**src/rtl/fetch_sequencer_if.sv**
```systemverilog
`default_nettype none
// ============================================================================
// Module  : fetch_sequencer_if
// Purpose : Instruction-memory fetch bus between the fetch sequencer and
//           instruction memory.
// Signals : memReq   - fetch request (master -> slave)
//           memAddr  - fetch address (master -> slave)
//           memReady - response valid (slave -> master)
//           memData  - response word  (slave -> master)
// Modports: master (fetch sequencer side), slave (memory side)
// Revision: 1.0 - initial release
// ============================================================================
interface fetch_sequencer_if #(
  parameter int ADDR_WIDTH = 16,
  parameter int DATA_WIDTH = 16
) ();

  logic                  memReq;
  logic [ADDR_WIDTH-1:0] memAddr;
  logic                  memReady;
  logic [DATA_WIDTH-1:0] memData;

  modport master (
    output memReq,
    output memAddr,
    input  memReady,
    input  memData
  );

  modport slave (
    input  memReq,
    input  memAddr,
    output memReady,
    output memData
  );

endinterface
`default_nettype wire

```
**src/rtl/fetch_sequencer.sv**
```systemverilog
`default_nettype none
// ============================================================================
// Module  : fetch_sequencer
// Purpose : Instruction-fetch stage feeding the instruction-register latch.
//           Owns the PC, runs a request/ready handshake with instruction
//           memory, captures each returned word and pulses the latch enable
//           for one cycle. Supports stall holds, branch redirects that squash
//           any in-flight response, and silent PC wrap-around.
// Ports   : clk          - clock, rising edge
//           resetN       - asynchronous active-low reset
//           stall        - downstream hold (keeps current instruction)
//           branchTaken  - redirect pulse, highest priority
//           branchTarget - redirect address
//           mem          - instruction memory bus (master modport)
//           latchInput   - captured instruction word
//           latchEnable  - one-cycle load pulse for the latch
//           instrValid   - latchInput holds a live instruction
//           pc           - address of the next fetch
//           fetchError   - sticky fetch timeout flag
// Config  : define FETCH_TIMEOUT_EN to build the FETCH wait timeout; without
//           it FETCH waits indefinitely and fetchError is tied low.
// Revision: 1.0 - initial release
// ============================================================================
module fetch_sequencer #(
  parameter int ADDR_WIDTH     = 16,
  parameter int DATA_WIDTH     = 16,
  parameter int RESET_PC       = 0,
  parameter int PC_STEP        = 1,
  parameter int TIMEOUT_CYCLES = 15
) (
  input  wire logic                  clk,
  input  wire logic                  resetN,
  input  wire logic                  stall,
  input  wire logic                  branchTaken,
  input  wire logic [ADDR_WIDTH-1:0] branchTarget,
  fetch_sequencer_if.master          mem,
  output logic      [DATA_WIDTH-1:0] latchInput,
  output logic                       latchEnable,
  output logic                       instrValid,
  output logic      [ADDR_WIDTH-1:0] pc,
  output logic                       fetchError
);

  typedef enum logic [1:0] {
    FLUSH = 2'd0,
    FETCH = 2'd1,
    ISSUE = 2'd2
  } state_t;

  state_t                r_state;
  state_t                w_nextState;
  logic [ADDR_WIDTH-1:0] r_pc;
  logic [ADDR_WIDTH-1:0] w_nextPc;
  logic [DATA_WIDTH-1:0] r_latch;
  logic [DATA_WIDTH-1:0] w_nextLatch;
  logic                  r_valid;
  logic                  w_nextValid;
  logic                  r_enable;
  logic                  w_nextEnable;
  logic                  w_timeout;

  // Request is a pure decode of the state register so that an asynchronous
  // reset (state -> FLUSH) drops it immediately.
  assign mem.memReq  = (r_state == FETCH);
  assign mem.memAddr = r_pc;

  assign latchInput  = r_latch;
  assign latchEnable = r_enable;
  assign instrValid  = r_valid;
  assign pc          = r_pc;

  // --------------------------------------------------------------------------
  // Next-state / next-value logic
  // --------------------------------------------------------------------------
  always_comb begin
    w_nextState  = r_state;
    w_nextPc     = r_pc;
    w_nextLatch  = r_latch;
    w_nextValid  = r_valid;
    w_nextEnable = 1'b0;   // enable is a single-cycle pulse

    case (r_state)
      FLUSH: begin
        // memReady is deliberately ignored here.
        w_nextState = FETCH;
      end
      FETCH: begin
        if (mem.memReady) begin
          w_nextLatch  = mem.memData;
          w_nextValid  = 1'b1;
          w_nextEnable = 1'b1;
          // Truncation to ADDR_WIDTH gives the intended silent wrap.
          w_nextPc     = r_pc + ADDR_WIDTH'(PC_STEP);
          w_nextState  = ISSUE;
        end else if (w_timeout) begin
          // Retry the same address after a flush cycle.
          w_nextState = FLUSH;
        end
      end
      ISSUE: begin
        if (!stall) begin
          w_nextState = FETCH;
        end
      end
      default: begin
        w_nextState = FLUSH;
      end
    endcase

    // Redirect overrides everything, including a same-cycle response.
    if (branchTaken) begin
      w_nextPc     = branchTarget;
      w_nextValid  = 1'b0;
      w_nextEnable = 1'b0;
      w_nextLatch  = r_latch;
      w_nextState  = FLUSH;
    end
  end

  // --------------------------------------------------------------------------
  // State and datapath registers
  // --------------------------------------------------------------------------
  always_ff @(posedge clk or negedge resetN) begin
    if (!resetN) begin
      r_state  <= FLUSH;
      r_pc     <= ADDR_WIDTH'(RESET_PC);
      r_latch  <= '0;
      r_valid  <= 1'b0;
      r_enable <= 1'b0;
    end else begin
      r_state  <= w_nextState;
      r_pc     <= w_nextPc;
      r_latch  <= w_nextLatch;
      r_valid  <= w_nextValid;
      r_enable <= w_nextEnable;
    end
  end

  // --------------------------------------------------------------------------
  // Optional FETCH wait timeout
  // --------------------------------------------------------------------------
`ifdef FETCH_TIMEOUT_EN
  localparam int c_CNT_W = ($clog2(TIMEOUT_CYCLES + 1) > 4) ?
                           $clog2(TIMEOUT_CYCLES + 1) : 4;

  logic [c_CNT_W-1:0] r_waitCnt;
  logic               r_error;

  // Fires in the TIMEOUT_CYCLES-th consecutive FETCH cycle without a response.
  assign w_timeout = (r_state == FETCH) && !mem.memReady &&
                     (r_waitCnt == c_CNT_W'(TIMEOUT_CYCLES - 1));
  assign fetchError = r_error;

  always_ff @(posedge clk or negedge resetN) begin
    if (!resetN) begin
      r_waitCnt <= '0;
      r_error   <= 1'b0;
    end else begin
      // Held at zero outside FETCH, so every entry to FETCH starts clean.
      if (r_state != FETCH) begin
        r_waitCnt <= '0;
      end else if (!mem.memReady) begin
        r_waitCnt <= r_waitCnt + 1'b1;
      end
      if (w_timeout) begin
        r_error <= 1'b1;
      end
    end
  end
`else
  logic [31:0] w_unusedTimeoutCfg;

  assign w_unusedTimeoutCfg = 32'(TIMEOUT_CYCLES);
  assign w_timeout          = 1'b0;
  assign fetchError         = 1'b0;
`endif

endmodule
`default_nettype wire
```
**src/flat_wrapper.sv**
```systemverilog
// flat-port wrapper written by rule: the top's interface ports become plain ports
module fetch_sequencer_flat 
#(
  parameter int ADDR_WIDTH     = 16,
  parameter int DATA_WIDTH     = 16,
  parameter int RESET_PC       = 0,
  parameter int PC_STEP        = 1,
  parameter int TIMEOUT_CYCLES = 15
)
  (clk, resetN, stall, branchTaken, branchTarget, latchInput, latchEnable, instrValid, pc, fetchError, mem_memReq, mem_memAddr, mem_memReady, mem_memData);
  fetch_sequencer_if #(.ADDR_WIDTH(ADDR_WIDTH), .DATA_WIDTH(DATA_WIDTH)) mem_i ();
  input  wire logic clk;
  input  wire logic resetN;
  input  wire logic stall;
  input  wire logic branchTaken;
  input  wire logic [ADDR_WIDTH-1:0] branchTarget;
  output logic      [DATA_WIDTH-1:0] latchInput;
  output logic latchEnable;
  output logic instrValid;
  output logic      [ADDR_WIDTH-1:0] pc;
  output logic fetchError;
  output wire logic [$bits(mem_i.memReq)-1:0] mem_memReq;
  output wire logic [$bits(mem_i.memAddr)-1:0] mem_memAddr;
  input wire logic [$bits(mem_i.memReady)-1:0] mem_memReady;
  input wire logic [$bits(mem_i.memData)-1:0] mem_memData;
  assign mem_memReq = mem_i.memReq;
  assign mem_memAddr = mem_i.memAddr;
  assign mem_i.memReady = mem_memReady;
  assign mem_i.memData = mem_memData;
  fetch_sequencer #(.ADDR_WIDTH(ADDR_WIDTH), .DATA_WIDTH(DATA_WIDTH), .RESET_PC(RESET_PC), .PC_STEP(PC_STEP), .TIMEOUT_CYCLES(TIMEOUT_CYCLES)) u_core (.clk(clk), .resetN(resetN), .stall(stall), .branchTaken(branchTaken), .branchTarget(branchTarget), .mem(mem_i), .latchInput(latchInput), .latchEnable(latchEnable), .instrValid(instrValid), .pc(pc), .fetchError(fetchError));
endmodule
```
**config.mk**
```make
export PLATFORM = sky130hd
export DESIGN_NAME = fetch_sequencer_flat
export DESIGN_NICKNAME = d
export VERILOG_FILES = /design/src/rtl/fetch_sequencer_if.sv /design/src/rtl/fetch_sequencer.sv /design/src/flat_wrapper.sv
export SDC_FILE = /design/constraint.sdc
export NUM_CORES = 1
export LEC_CHECK = 0
export CORE_MARGIN = 10
export CORE_UTILIZATION = 40
export CTS_CLUSTER_SIZE = 8
export DETAILED_ROUTE_END_ITERATION = 8
export PLACE_DENSITY = 0.79
export SLEW_MARGIN = 20
export SYNTH_ARGS = -nofsm -noshare
export SYNTH_HDL_FRONTEND = slang
export SYNTH_SLANG_ARGS = --single-unit
```
**constraint.sdc**
```tcl
create_clock -name clk -period 2.1 [get_ports clk]
set_input_delay 0.42 -clock clk [delete_from_list [all_inputs] [get_ports clk]]
set_output_delay 0.42 -clock clk [all_outputs]
set_load 0.01 [all_outputs]
```
==> results of run 1 <==
[report_power, final]
group | leakage [nW] | total, mW | switching (mW) | internal, mW
Sequential | 0.433 | 0.895 | 0.0876 | 0.807
Clock | 0.0445 | 0.513 | 0.246 | 0.266
Combinational | 0.633 | 0.663 | 0.249 | 0.413
[cells in the final DEF, fill, tap and decap left out, drive strengths merged, types with 4 or more instances in the layout]
cell type       n
clkdlybuf4s50  86
dfrtp          36
nand2          20
mux2           16
buf            12
o21ai          11
nand3           8
nor2            7
clkbuf          7
nand4           5
nor3            5
inv             4
xor2            4
xnor2           4
[final cells by class]
class,instances,area (µm²)
multi-input cells,110,738
inverters,4,15.0
flip-flops and latches,36,901
fillers,385,1580
clock inverters,1,7.51
well taps,52,65.1
clock buffers,7,86.3
repair buffers,98,961
[stage by stage]
stage               instance area (µm²)  util (%)  TNS (ns)  hold slack, ns
floorplan                          1810         -         0           0.124
global placement                   2680      61.6   -0.0401           0.489
detailed placement                 2680      61.6    -0.107           0.495
CTS                                2770      63.7         0           0.246
global route                       2770      63.7         0           0.269
finish                             2770      63.7         0           0.220
[logic make-up (layout without fill, tap and decap cells)]
family,Yosys count,after routing
muxes,19,19
DFF,36,36
xor gates and xnor gates,8,8
adders and majority gates,1,1
other,1,1
AOI/OAI and AO/OA,21,21
and+or+nand+nor,60,60
buffers and inverters,27,110
[state kept, by name, summed over array words and instances (netlist names)]
name / cells
u_core.latchInput: 16
u_core.mem.memAddr: 16
u_core.r_state: 2
u_core.instrValid: 1
u_core.latchEnable: 1
[path summary, 6_finish.rpt]
check | endpoint | slack [ns] | cells after the start
setup / recovery | u_core.mem.memAddr[14] | 0.23 | 5
hold / removal | u_core.mem.memAddr[13] | 0.22 | 1
setup reg to reg | u_core.mem.memAddr[14] | 0.32 | 4
hold reg to reg | u_core.latchInput[10] | 0.50 | 1
min in group clk | u_core.latchInput[10] | 0.50 | 1
max in group asynchronous | u_core.mem.memAddr[15] | 1.36 | 1
[metal layers]
metal | up-vias | GRT usage (%) | wire (µm)
li1 | 751 | - | -
met1 | 710 | 15.0 | 1980
met2 | 46 | 21.9 | 2530
met3 | 7 | 5.71 | 418
met4 | 0 | 4.78 | 76
met5 | - | 0 | 0
[worst max-delay path, stage by stage]
cell and delay (ns):
clkdlybuf4s50_1 0.49, nand4b_1 0.14, or4_4 0.52, or3_1 0.32
a31oi_1 0.18
==> results.toml, run 1 <==
[drt]
route.final.wire_length_um = 5010
route.antenna.remaining_nets = 0
post_drt_via_cell_ratio = 4.92
drt_pass1_iterations = 4
drc = 0
num_vias = 1514
detail_route.wl_per_cell_um = 16.3
detail_route.iter0.violations = 89

[clocking]
cts_tree = "done"
number_of_sinks_handled_by_clock_tree_synthesis = 36
cts_buf_count = 5
root_buffer = "clkbuf_8"
post-cts-setup-buffers = 0
cts_hold_buffers = 0
clock_pin_slew_of_the_registers_on_the_worst_case_setup_and_hold_paths_ns = 0.07
htreeDepth = 2
clk-insertion-delay-late_ns = 0.29
clk_path_buf_depth = 2
post_cts.resized_instances = 0

[finish]
final_nets = 293
instances_no_fill = 308
area_growth_pct = 53.6
drive_above_1_share_pct = 15.6
antenna-diode-count = 0

[pwr]
ir_drop_mv = 0.426
power-per-cell-area_nw_per_um2 = 746
cellLeakagePower_nw = 1.11
finalPower_mw = 2.07

[sta]
period_needed_ns = 1.87
hold_viol_final = 0
setup-violations-final = 0
fin_worst_skew_ns = 0.00680
timing.max_slew.rel_slack_pct = 45.4
grt_setup_unrepaired = "no"
fin_worst_setup_slack_ns = 0.233
slew_viol_final = 0
fin_crit_share_pct = 88.9
maxClockFrequency_ghz = 0.536
tightest_slew_ns = 0.819

[setup_path]
crit_arrival_ns = 2.08
path_max_fanout = 4
reg2reg_from = "u_core.mem.memAddr[5]"
timing.critical_path.required_ns = 2.31
crit_start = "mem_memReady"
crit_path_start_kind = "input port"
type_of_the_worst_setup_path = "input port to flip-flop"
endpoint_kind = "flip-flop"

[logic_synthesis]
yosys_warnings = 0
synth.lib_cells_used.distinct = 34
synthMostInstantiatedCell = "dfrtp_1"
postSynthCellCount = 173
synthMuxAreaShare_pct = 11.6
post_synth_main_area_contributors = "dfrtp_1 50%, mux2_2 10%, buf_4 7.1%, nand2_1 4.2%, o21ai_0 3.0%"
mappedNetlistArea_um2 = 1810
synth_area_leader_cell = "dfrtp_1"
synth-main-ff-cell = "dfrtp_1"
synth-edff-count = 0
post_synth_xor_area_fraction_pct = 3.88
post-synth-top-area-fraction_pct = 49.9
ys_top_cells_by_count = "36 x dfrtp_1, 20 x nand2_1, 17 x buf_4, 16 x mux2_2, 11 x o21ai_0"
postSynthAreaPerCell_um2 = 10.4
synth_top_family_by_area = "simple AND/OR/NAND/NOR gates"
synth_simple_gate_area_share_pct = 17.8
synthesized_nets = 211
synth_compound_area_share_pct = 6.65
asyncSetResetFlopFracSynth_pct = 100
sequential_share_of_the_synthesized_area_pct = 49.9
synth_seq_cells = 36
synth_adder_area_share_pct = 0.693

[floorplan]
ios = 89
placeableCoreArea_um2 = 4350
die_area_um2 = 7600
die-width_um = 87.2
dieHeight_um = 87.2
floorplan.initialDensity_pct = 41.5
row_count = 24

[global_route]
grtUsageTotal_pct = 13.3
antenna_violations_before_repair = 0
grt_first_pass_wirelength_um = 8040
globalRouteOverflowTotal = 0
grt_pass1_vias = 1577
grt_start_max_net_pins = 37

[placement]
place.detailed.hpwl_um = 3940
finalWeightedCongestion = 0.778
dp_cells = 300
placement.io_buffers = 87
dp_slack_ns = -0.0567

[worst_hold_path]
min-delay-path-class = "input port to async pin"

[job]
maxCapViolations = 0

[run_status]
run_status = "finished clean"
No activity file was read; power rests on OpenSTA's default activity.
==> inputs of run 2 (changes only) <==
CORE_UTILIZATION = 43   (was 40)
PLACE_DENSITY = 0.84   (was 0.79)
clock period = 2.4 ns   (was 2.1 ns; I/O delays follow)
==> run 2 against run 1 <==
- utilization increased by 4.1 points
- combinational power decreased by 15%
- die area decreased by 5.4%
- register-to-register slack improved by 0.16 ns
- cell area decreased by 1.5%
- total power decreased by 8.8%
- clock power increased by 3%
- first-iteration DRC count increased by 21%
- non-clock buffer count decreased by 6
- clock-buffer cell count decreased by 2
- critical path type is now flip-flop to primary output
- sequential power decreased by 11%
- sequential share of layout area increased by 0.51 points
==> results.toml, run 2 (synthesized netlist as in run 1, its figures left out) <==
[clocking]
cts_buf_count = 5
post_cts.resized_instances = 0
htreeDepth = 2
cts_hold_buffers = 0
root_buffer = "clkbuf_8"
clk-insertion-delay-late_ns = 0.29
cts_tree = "done"
number_of_sinks_handled_by_clock_tree_synthesis = 36
clock_pin_slew_of_the_registers_on_the_worst_case_setup_and_hold_paths_ns = 0.08
post-cts-setup-buffers = 0
clk_path_buf_depth = 2

[floorplan]
ios = 89
die-width_um = 84.8
row_count = 23
die_area_um2 = 7190
floorplan.initialDensity_pct = 44.8
dieHeight_um = 84.8
placeableCoreArea_um2 = 4030

[drt]
detail_route.iter0.violations = 108
num_vias = 1524
drt_pass1_iterations = 4
route.final.wire_length_um = 5150
post_drt_via_cell_ratio = 5.08
detail_route.wl_per_cell_um = 17.2
drc = 0
route.antenna.remaining_nets = 0

[placement]
dp_cells = 292
dpl_cell_area_um2 = 2620
dp_slack_ns = 0.186
finalWeightedCongestion = 0.789
place.detailed.hpwl_um = 4020
placement.io_buffers = 87

[sta]
setup-violations-final = 0
timing.max_slew.rel_slack_pct = 46.9
maxClockFrequency_ghz = 0.519
setup-tns-final_ns = 0
period_needed_ns = 1.93
fin_worst_skew_ns = 0.00611
slew_viol_final = 0
final_worst_hold_slack_ns = 0.271
fin_crit_share_pct = 80.3
hold_viol_final = 0
fin_worst_setup_slack_ns = 0.472
tightest_slew_ns = 0.797
grt_setup_unrepaired = "no"

[pwr]
cellLeakagePower_nw = 1.09
power-per-cell-area_nw_per_um2 = 692
finalPower_mw = 1.89
ir_drop_mv = 0.495

[global_route]
grt_pass1_vias = 1646
globalRouteOverflowTotal = 0
antenna_violations_before_repair = 0
grt_first_pass_wirelength_um = 8540
grtUsageTotal_pct = 14.6
grt_start_max_net_pins = 37

[setup_path]
cp_num_cells = 1
crit_arrival_ns = 1.45
path_max_fanout = 9
cell_chain_critical_path = "clkdlybuf4s50_1"
timing.critical_path.required_ns = 1.92
worstSetupEndpoint = "pc[2]"
critPathSlowestCell = "clkdlybuf4s50_1"
ff2ff_setup_slack_ns = 0.48
type_of_the_worst_setup_path = "flip-flop to primary output"
cp_slowest_stage_delay_ns = 0.61
reg2reg_from = "u_core.mem.memAddr[0]"
crit_path_start_kind = "flip-flop"
cpLargestDelayFamily = "buffers and inverters"
cp.buffers_inverters = 1
r2r_cells = 5
rr_endpoint = "u_core.mem.memAddr[12]"
endpoint_kind = "primary output"
crit_start = "u_core.mem.memAddr[2]"

[run_status]
run_status = "finished clean"

[job]
maxCapViolations = 0

[finish]
postLayoutCellArea_um2 = 2730
final_nets = 287
layout.cells.most_common = "clkdlybuf4s50_1"
post-route-util_pct = 67.8
instances_no_fill = 300
drive_above_1_share_pct = 14.0
top_library_cells_by_usage_in_the_layout_fill_and_taps_aside = "86 x clkdlybuf4s50_1, 36 x dfrtp_1, 20 x nand2_1"
antenna-diode-count = 0
area_growth_pct = 51.3

[worst_hold_path]
min-delay-path-class = "input port to async pin"
[run 2: final cells by class]
class | count | area (µm²)
clock buffer | 5 | 68.8
clock inverter | 3 | 42.5
fill | 327 | 1300
inverter | 4 | 15.0
multi-input combinational | 110 | 738
sequential | 36 | 901
tap | 50 | 62.6
timing repair buffer | 92 | 903
[run 2: metal layers]
| metal | vias up | global-route usage, % | share of wire [%] |
|---|---|---|---|
| li1 | 744 | - | - |
| met1 | 721 | 16.5 | 41 |
| met2 | 51 | 24.8 | 52 |
| met3 | 8 | 4.73 | 5.6 |
| met4 | 0 | 5.99 | 1.8 |
| met5 | - | 0 | 0 |
[run 2: worst min path at each step]
| stage | end | startpoint | slack (ns) |
|---|---|---|---|
| floorplan | u_core.instrValid | resetN | 0.18 |
| CTS | u_core.latchInput[4] | resetN | 0.29 |
| finish | u_core.latchInput[4] | resetN | 0.27 |
| global route | u_core.latchInput[0] | resetN | 0.33 |
| detailed placement | u_core.latchInput[0] | u_core.latchInput[0] | 0.49 |
| global placement | u_core.latchInput[5] | u_core.latchInput[5] | 0.49 |
[run 2: report_power, final]
group | total (mW) | internal (mW) | leakage, nW | switching [mW]
sequential | 0.794 | 0.706 | 0.433 | 0.0880
clock | 0.530 | 0.307 | 0.0541 | 0.222
combinational | 0.565 | 0.352 | 0.601 | 0.214
==> inputs of run 3 (changes only) <==
CORE_UTILIZATION = 36   (was 43)
PLACE_DENSITY = 0.75   (was 0.84)
clock period = 1.7 ns   (was 2.4 ns; I/O delays follow)
==> run 3 against run 2 <==
- hold slack improved by 0.24 ns
- final cell count rose by 12%
- global-route usage fell by 2.3 points
- clock skew fell by 0.0015 ns
- sequential power rose by 36%
- flip-flop and latch count did not move
- critical path depth rose by 1
- clock-buffer cell count did not move
- die area rose by 15%
- non-clock buffer count rose by 19
- first-iteration DRC count fell by 56%
- clock power rose by 41%
- critical endpoint is now mem_memAddr[5]
- largest cell class unchanged
- highest routed layer unchanged
==> results.toml, run 3 (synthesized netlist as in run 1, its figures left out) <==
[finish]
post-route-util_pct = 62.0
layout.cells.most_common = "clkdlybuf4s50_1"
instances_no_fill = 336
drive_above_1_share_pct = 21.6
final_nets = 306
top_library_cells_by_usage_in_the_layout_fill_and_taps_aside = "65 x clkdlybuf4s50_1, 32 x dfrtp_1, 21 x buf_4"
antenna-diode-count = 0
area_growth_pct = 64.4

[placement]
place.detailed.hpwl_um = 4110
dp_cells = 327
finalWeightedCongestion = 0.793
placement.io_buffers = 87

[drt]
drt_pass1_iterations = 4
drc = 0
detail_route.iter0.violations = 48
route.final.wire_length_um = 5090
num_vias = 1562
route.antenna.remaining_nets = 0
detail_route.wl_per_cell_um = 15.1
post_drt_via_cell_ratio = 4.65

[floorplan]
placeableCoreArea_um2 = 4790
die_area_um2 = 8250
die-width_um = 90.8
row_count = 25
dieHeight_um = 90.8
floorplan.initialDensity_pct = 37.7
ios = 89

[pwr]
power-per-cell-area_nw_per_um2 = 906
cellLeakagePower_nw = 1.34
ir_drop_mv = 0.425

[global_route]
globalRouteOverflowTotal = 0
antenna_violations_before_repair = 0
grt_pass1_vias = 1627
grt_first_pass_wirelength_um = 8370
grt_start_max_net_pins = 26
grtUsageTotal_pct = 12.3

[setup_path]
path_max_fanout = 5
cell_chain_critical_path = "buf_4, clkdlybuf4s50_1"
crit_arrival_ns = 1.30
cpLargestDelayFamily = "buffers and inverters"
crit_path_start_kind = "flip-flop"
cp_slowest_stage_delay_ns = 0.53
critPathSlowestCell = "clkdlybuf4s50_1"
type_of_the_worst_setup_path = "flip-flop to primary output"
timing.critical_path.required_ns = 1.36
endpoint_kind = "primary output"
cp.buffers_inverters = 2

[job]
maxCapViolations = 0

[worst_hold_path]
min-delay-path-class = "flip-flop to flip-flop"

[sta]
setup-violations-final = 0
maxClockFrequency_ghz = 0.609
fin_crit_share_pct = 96.6
grt_setup_unrepaired = "yes"
hold_viol_final = 0
fin_worst_skew_ns = 0.00457
period_needed_ns = 1.64
slew_viol_final = 0

[clocking]
post-cts-setup-buffers = 0
htreeDepth = 2
clk_path_buf_depth = 2
cts_tree = "done"
number_of_sinks_handled_by_clock_tree_synthesis = 36
clk-insertion-delay-late_ns = 0.29
cts_buf_count = 5
clock_pin_slew_of_the_registers_on_the_worst_case_setup_and_hold_paths_ns = 0.08
root_buffer = "clkbuf_8"

[run_status]
run_status = "finished clean"
[run 3: changes by cell type in the layout (fill, tap and decap cells not counted), moves of 2 or more]
cell	delta
buf_12	+2
dfrtp_1	-4
dlygate4sd2_1	+8
dlymetal6s2s_1	+13
buf_4	+16
clkdlybuf4s50_1	-21
dfrtp_2	+4
[run 3: metal layers]
layer | routed length (µm) | vias up | GRT usage [%]
met3 | 457 | 4 | 5.24
met2 | 2240 | 72 | 18.9
li1 | - | 775 | -
met1 | 2360 | 711 | 15.3
met5 | 0 | - | 0
met4 | 38 | 0 | 3.52
[run 3: area by class of cell]
class	instances	area, µm²
Fill cell	399	1820
Tap cell	67	83.8
Timing Repair Buffer	111	1100
Clock buffer	5	68.8
Clock inverter	3	42.5
Inverter	4	15.0
Multi-Input combinational cell	110	756
Sequential cell	36	906
[run 3: timing repair]
action | in CTS | in global routing
hold endpoints to repair | 13 | 0
resized for setup | 8 | 15
pin swaps | 0 | 2
hold buffers | 1 | 0
setup endpoints to repair | 8 | 19
[run 3: power breakdown]
part / switching, mW / total [mW] / internal (mW)
Sequential: 0.0837 / 1.08 / 0.999
Clock: 0.315 / 0.749 / 0.434
Combinational: 0.336 / 0.858 / 0.522
[run 3: worst paths after layout]
kind | startpoint | end | slack, ns | depth (start not counted)
max in group asynchronous | resetN | u_core.mem.memAddr[5] | 0.73 | 3
max | u_core.mem.memAddr[5] | mem_memAddr[5] | 0.06 | 2
min in group asynchronous | resetN | u_core.latchInput[13] | 0.52 | 2
min | u_core.latchInput[11] | u_core.latchInput[11] | 0.51 | 1
max reg2reg | u_core.mem.memAddr[1] | u_core.mem.memAddr[12] | 0.08 | 5
min reg2reg | u_core.latchInput[11] | u_core.latchInput[11] | 0.51 | 1
[run 3: per-stage QoR]
step | area (µm²) | setup WS (ns) | setup TNS, ns | total power, mW | hold slack, ns
2_1_floorplan | 1830 | 0.00489 | 0 | 1.46 | 0.0444
3_3_place_gp | 2820 | -0.290 | -3.66 | 1.98 | 0.294
3_5_place_dp | 2820 | -0.320 | -3.98 | 2.00 | 0.308
4_1_cts | 2930 | 0.000318 | 0 | 2.74 | 0.512
5_1_grt | 2970 | -0.00508 | -0.00508 | 2.84 | 0.524
6_report | 2970 | 0.0573 | 0 | 2.69 | 0.510
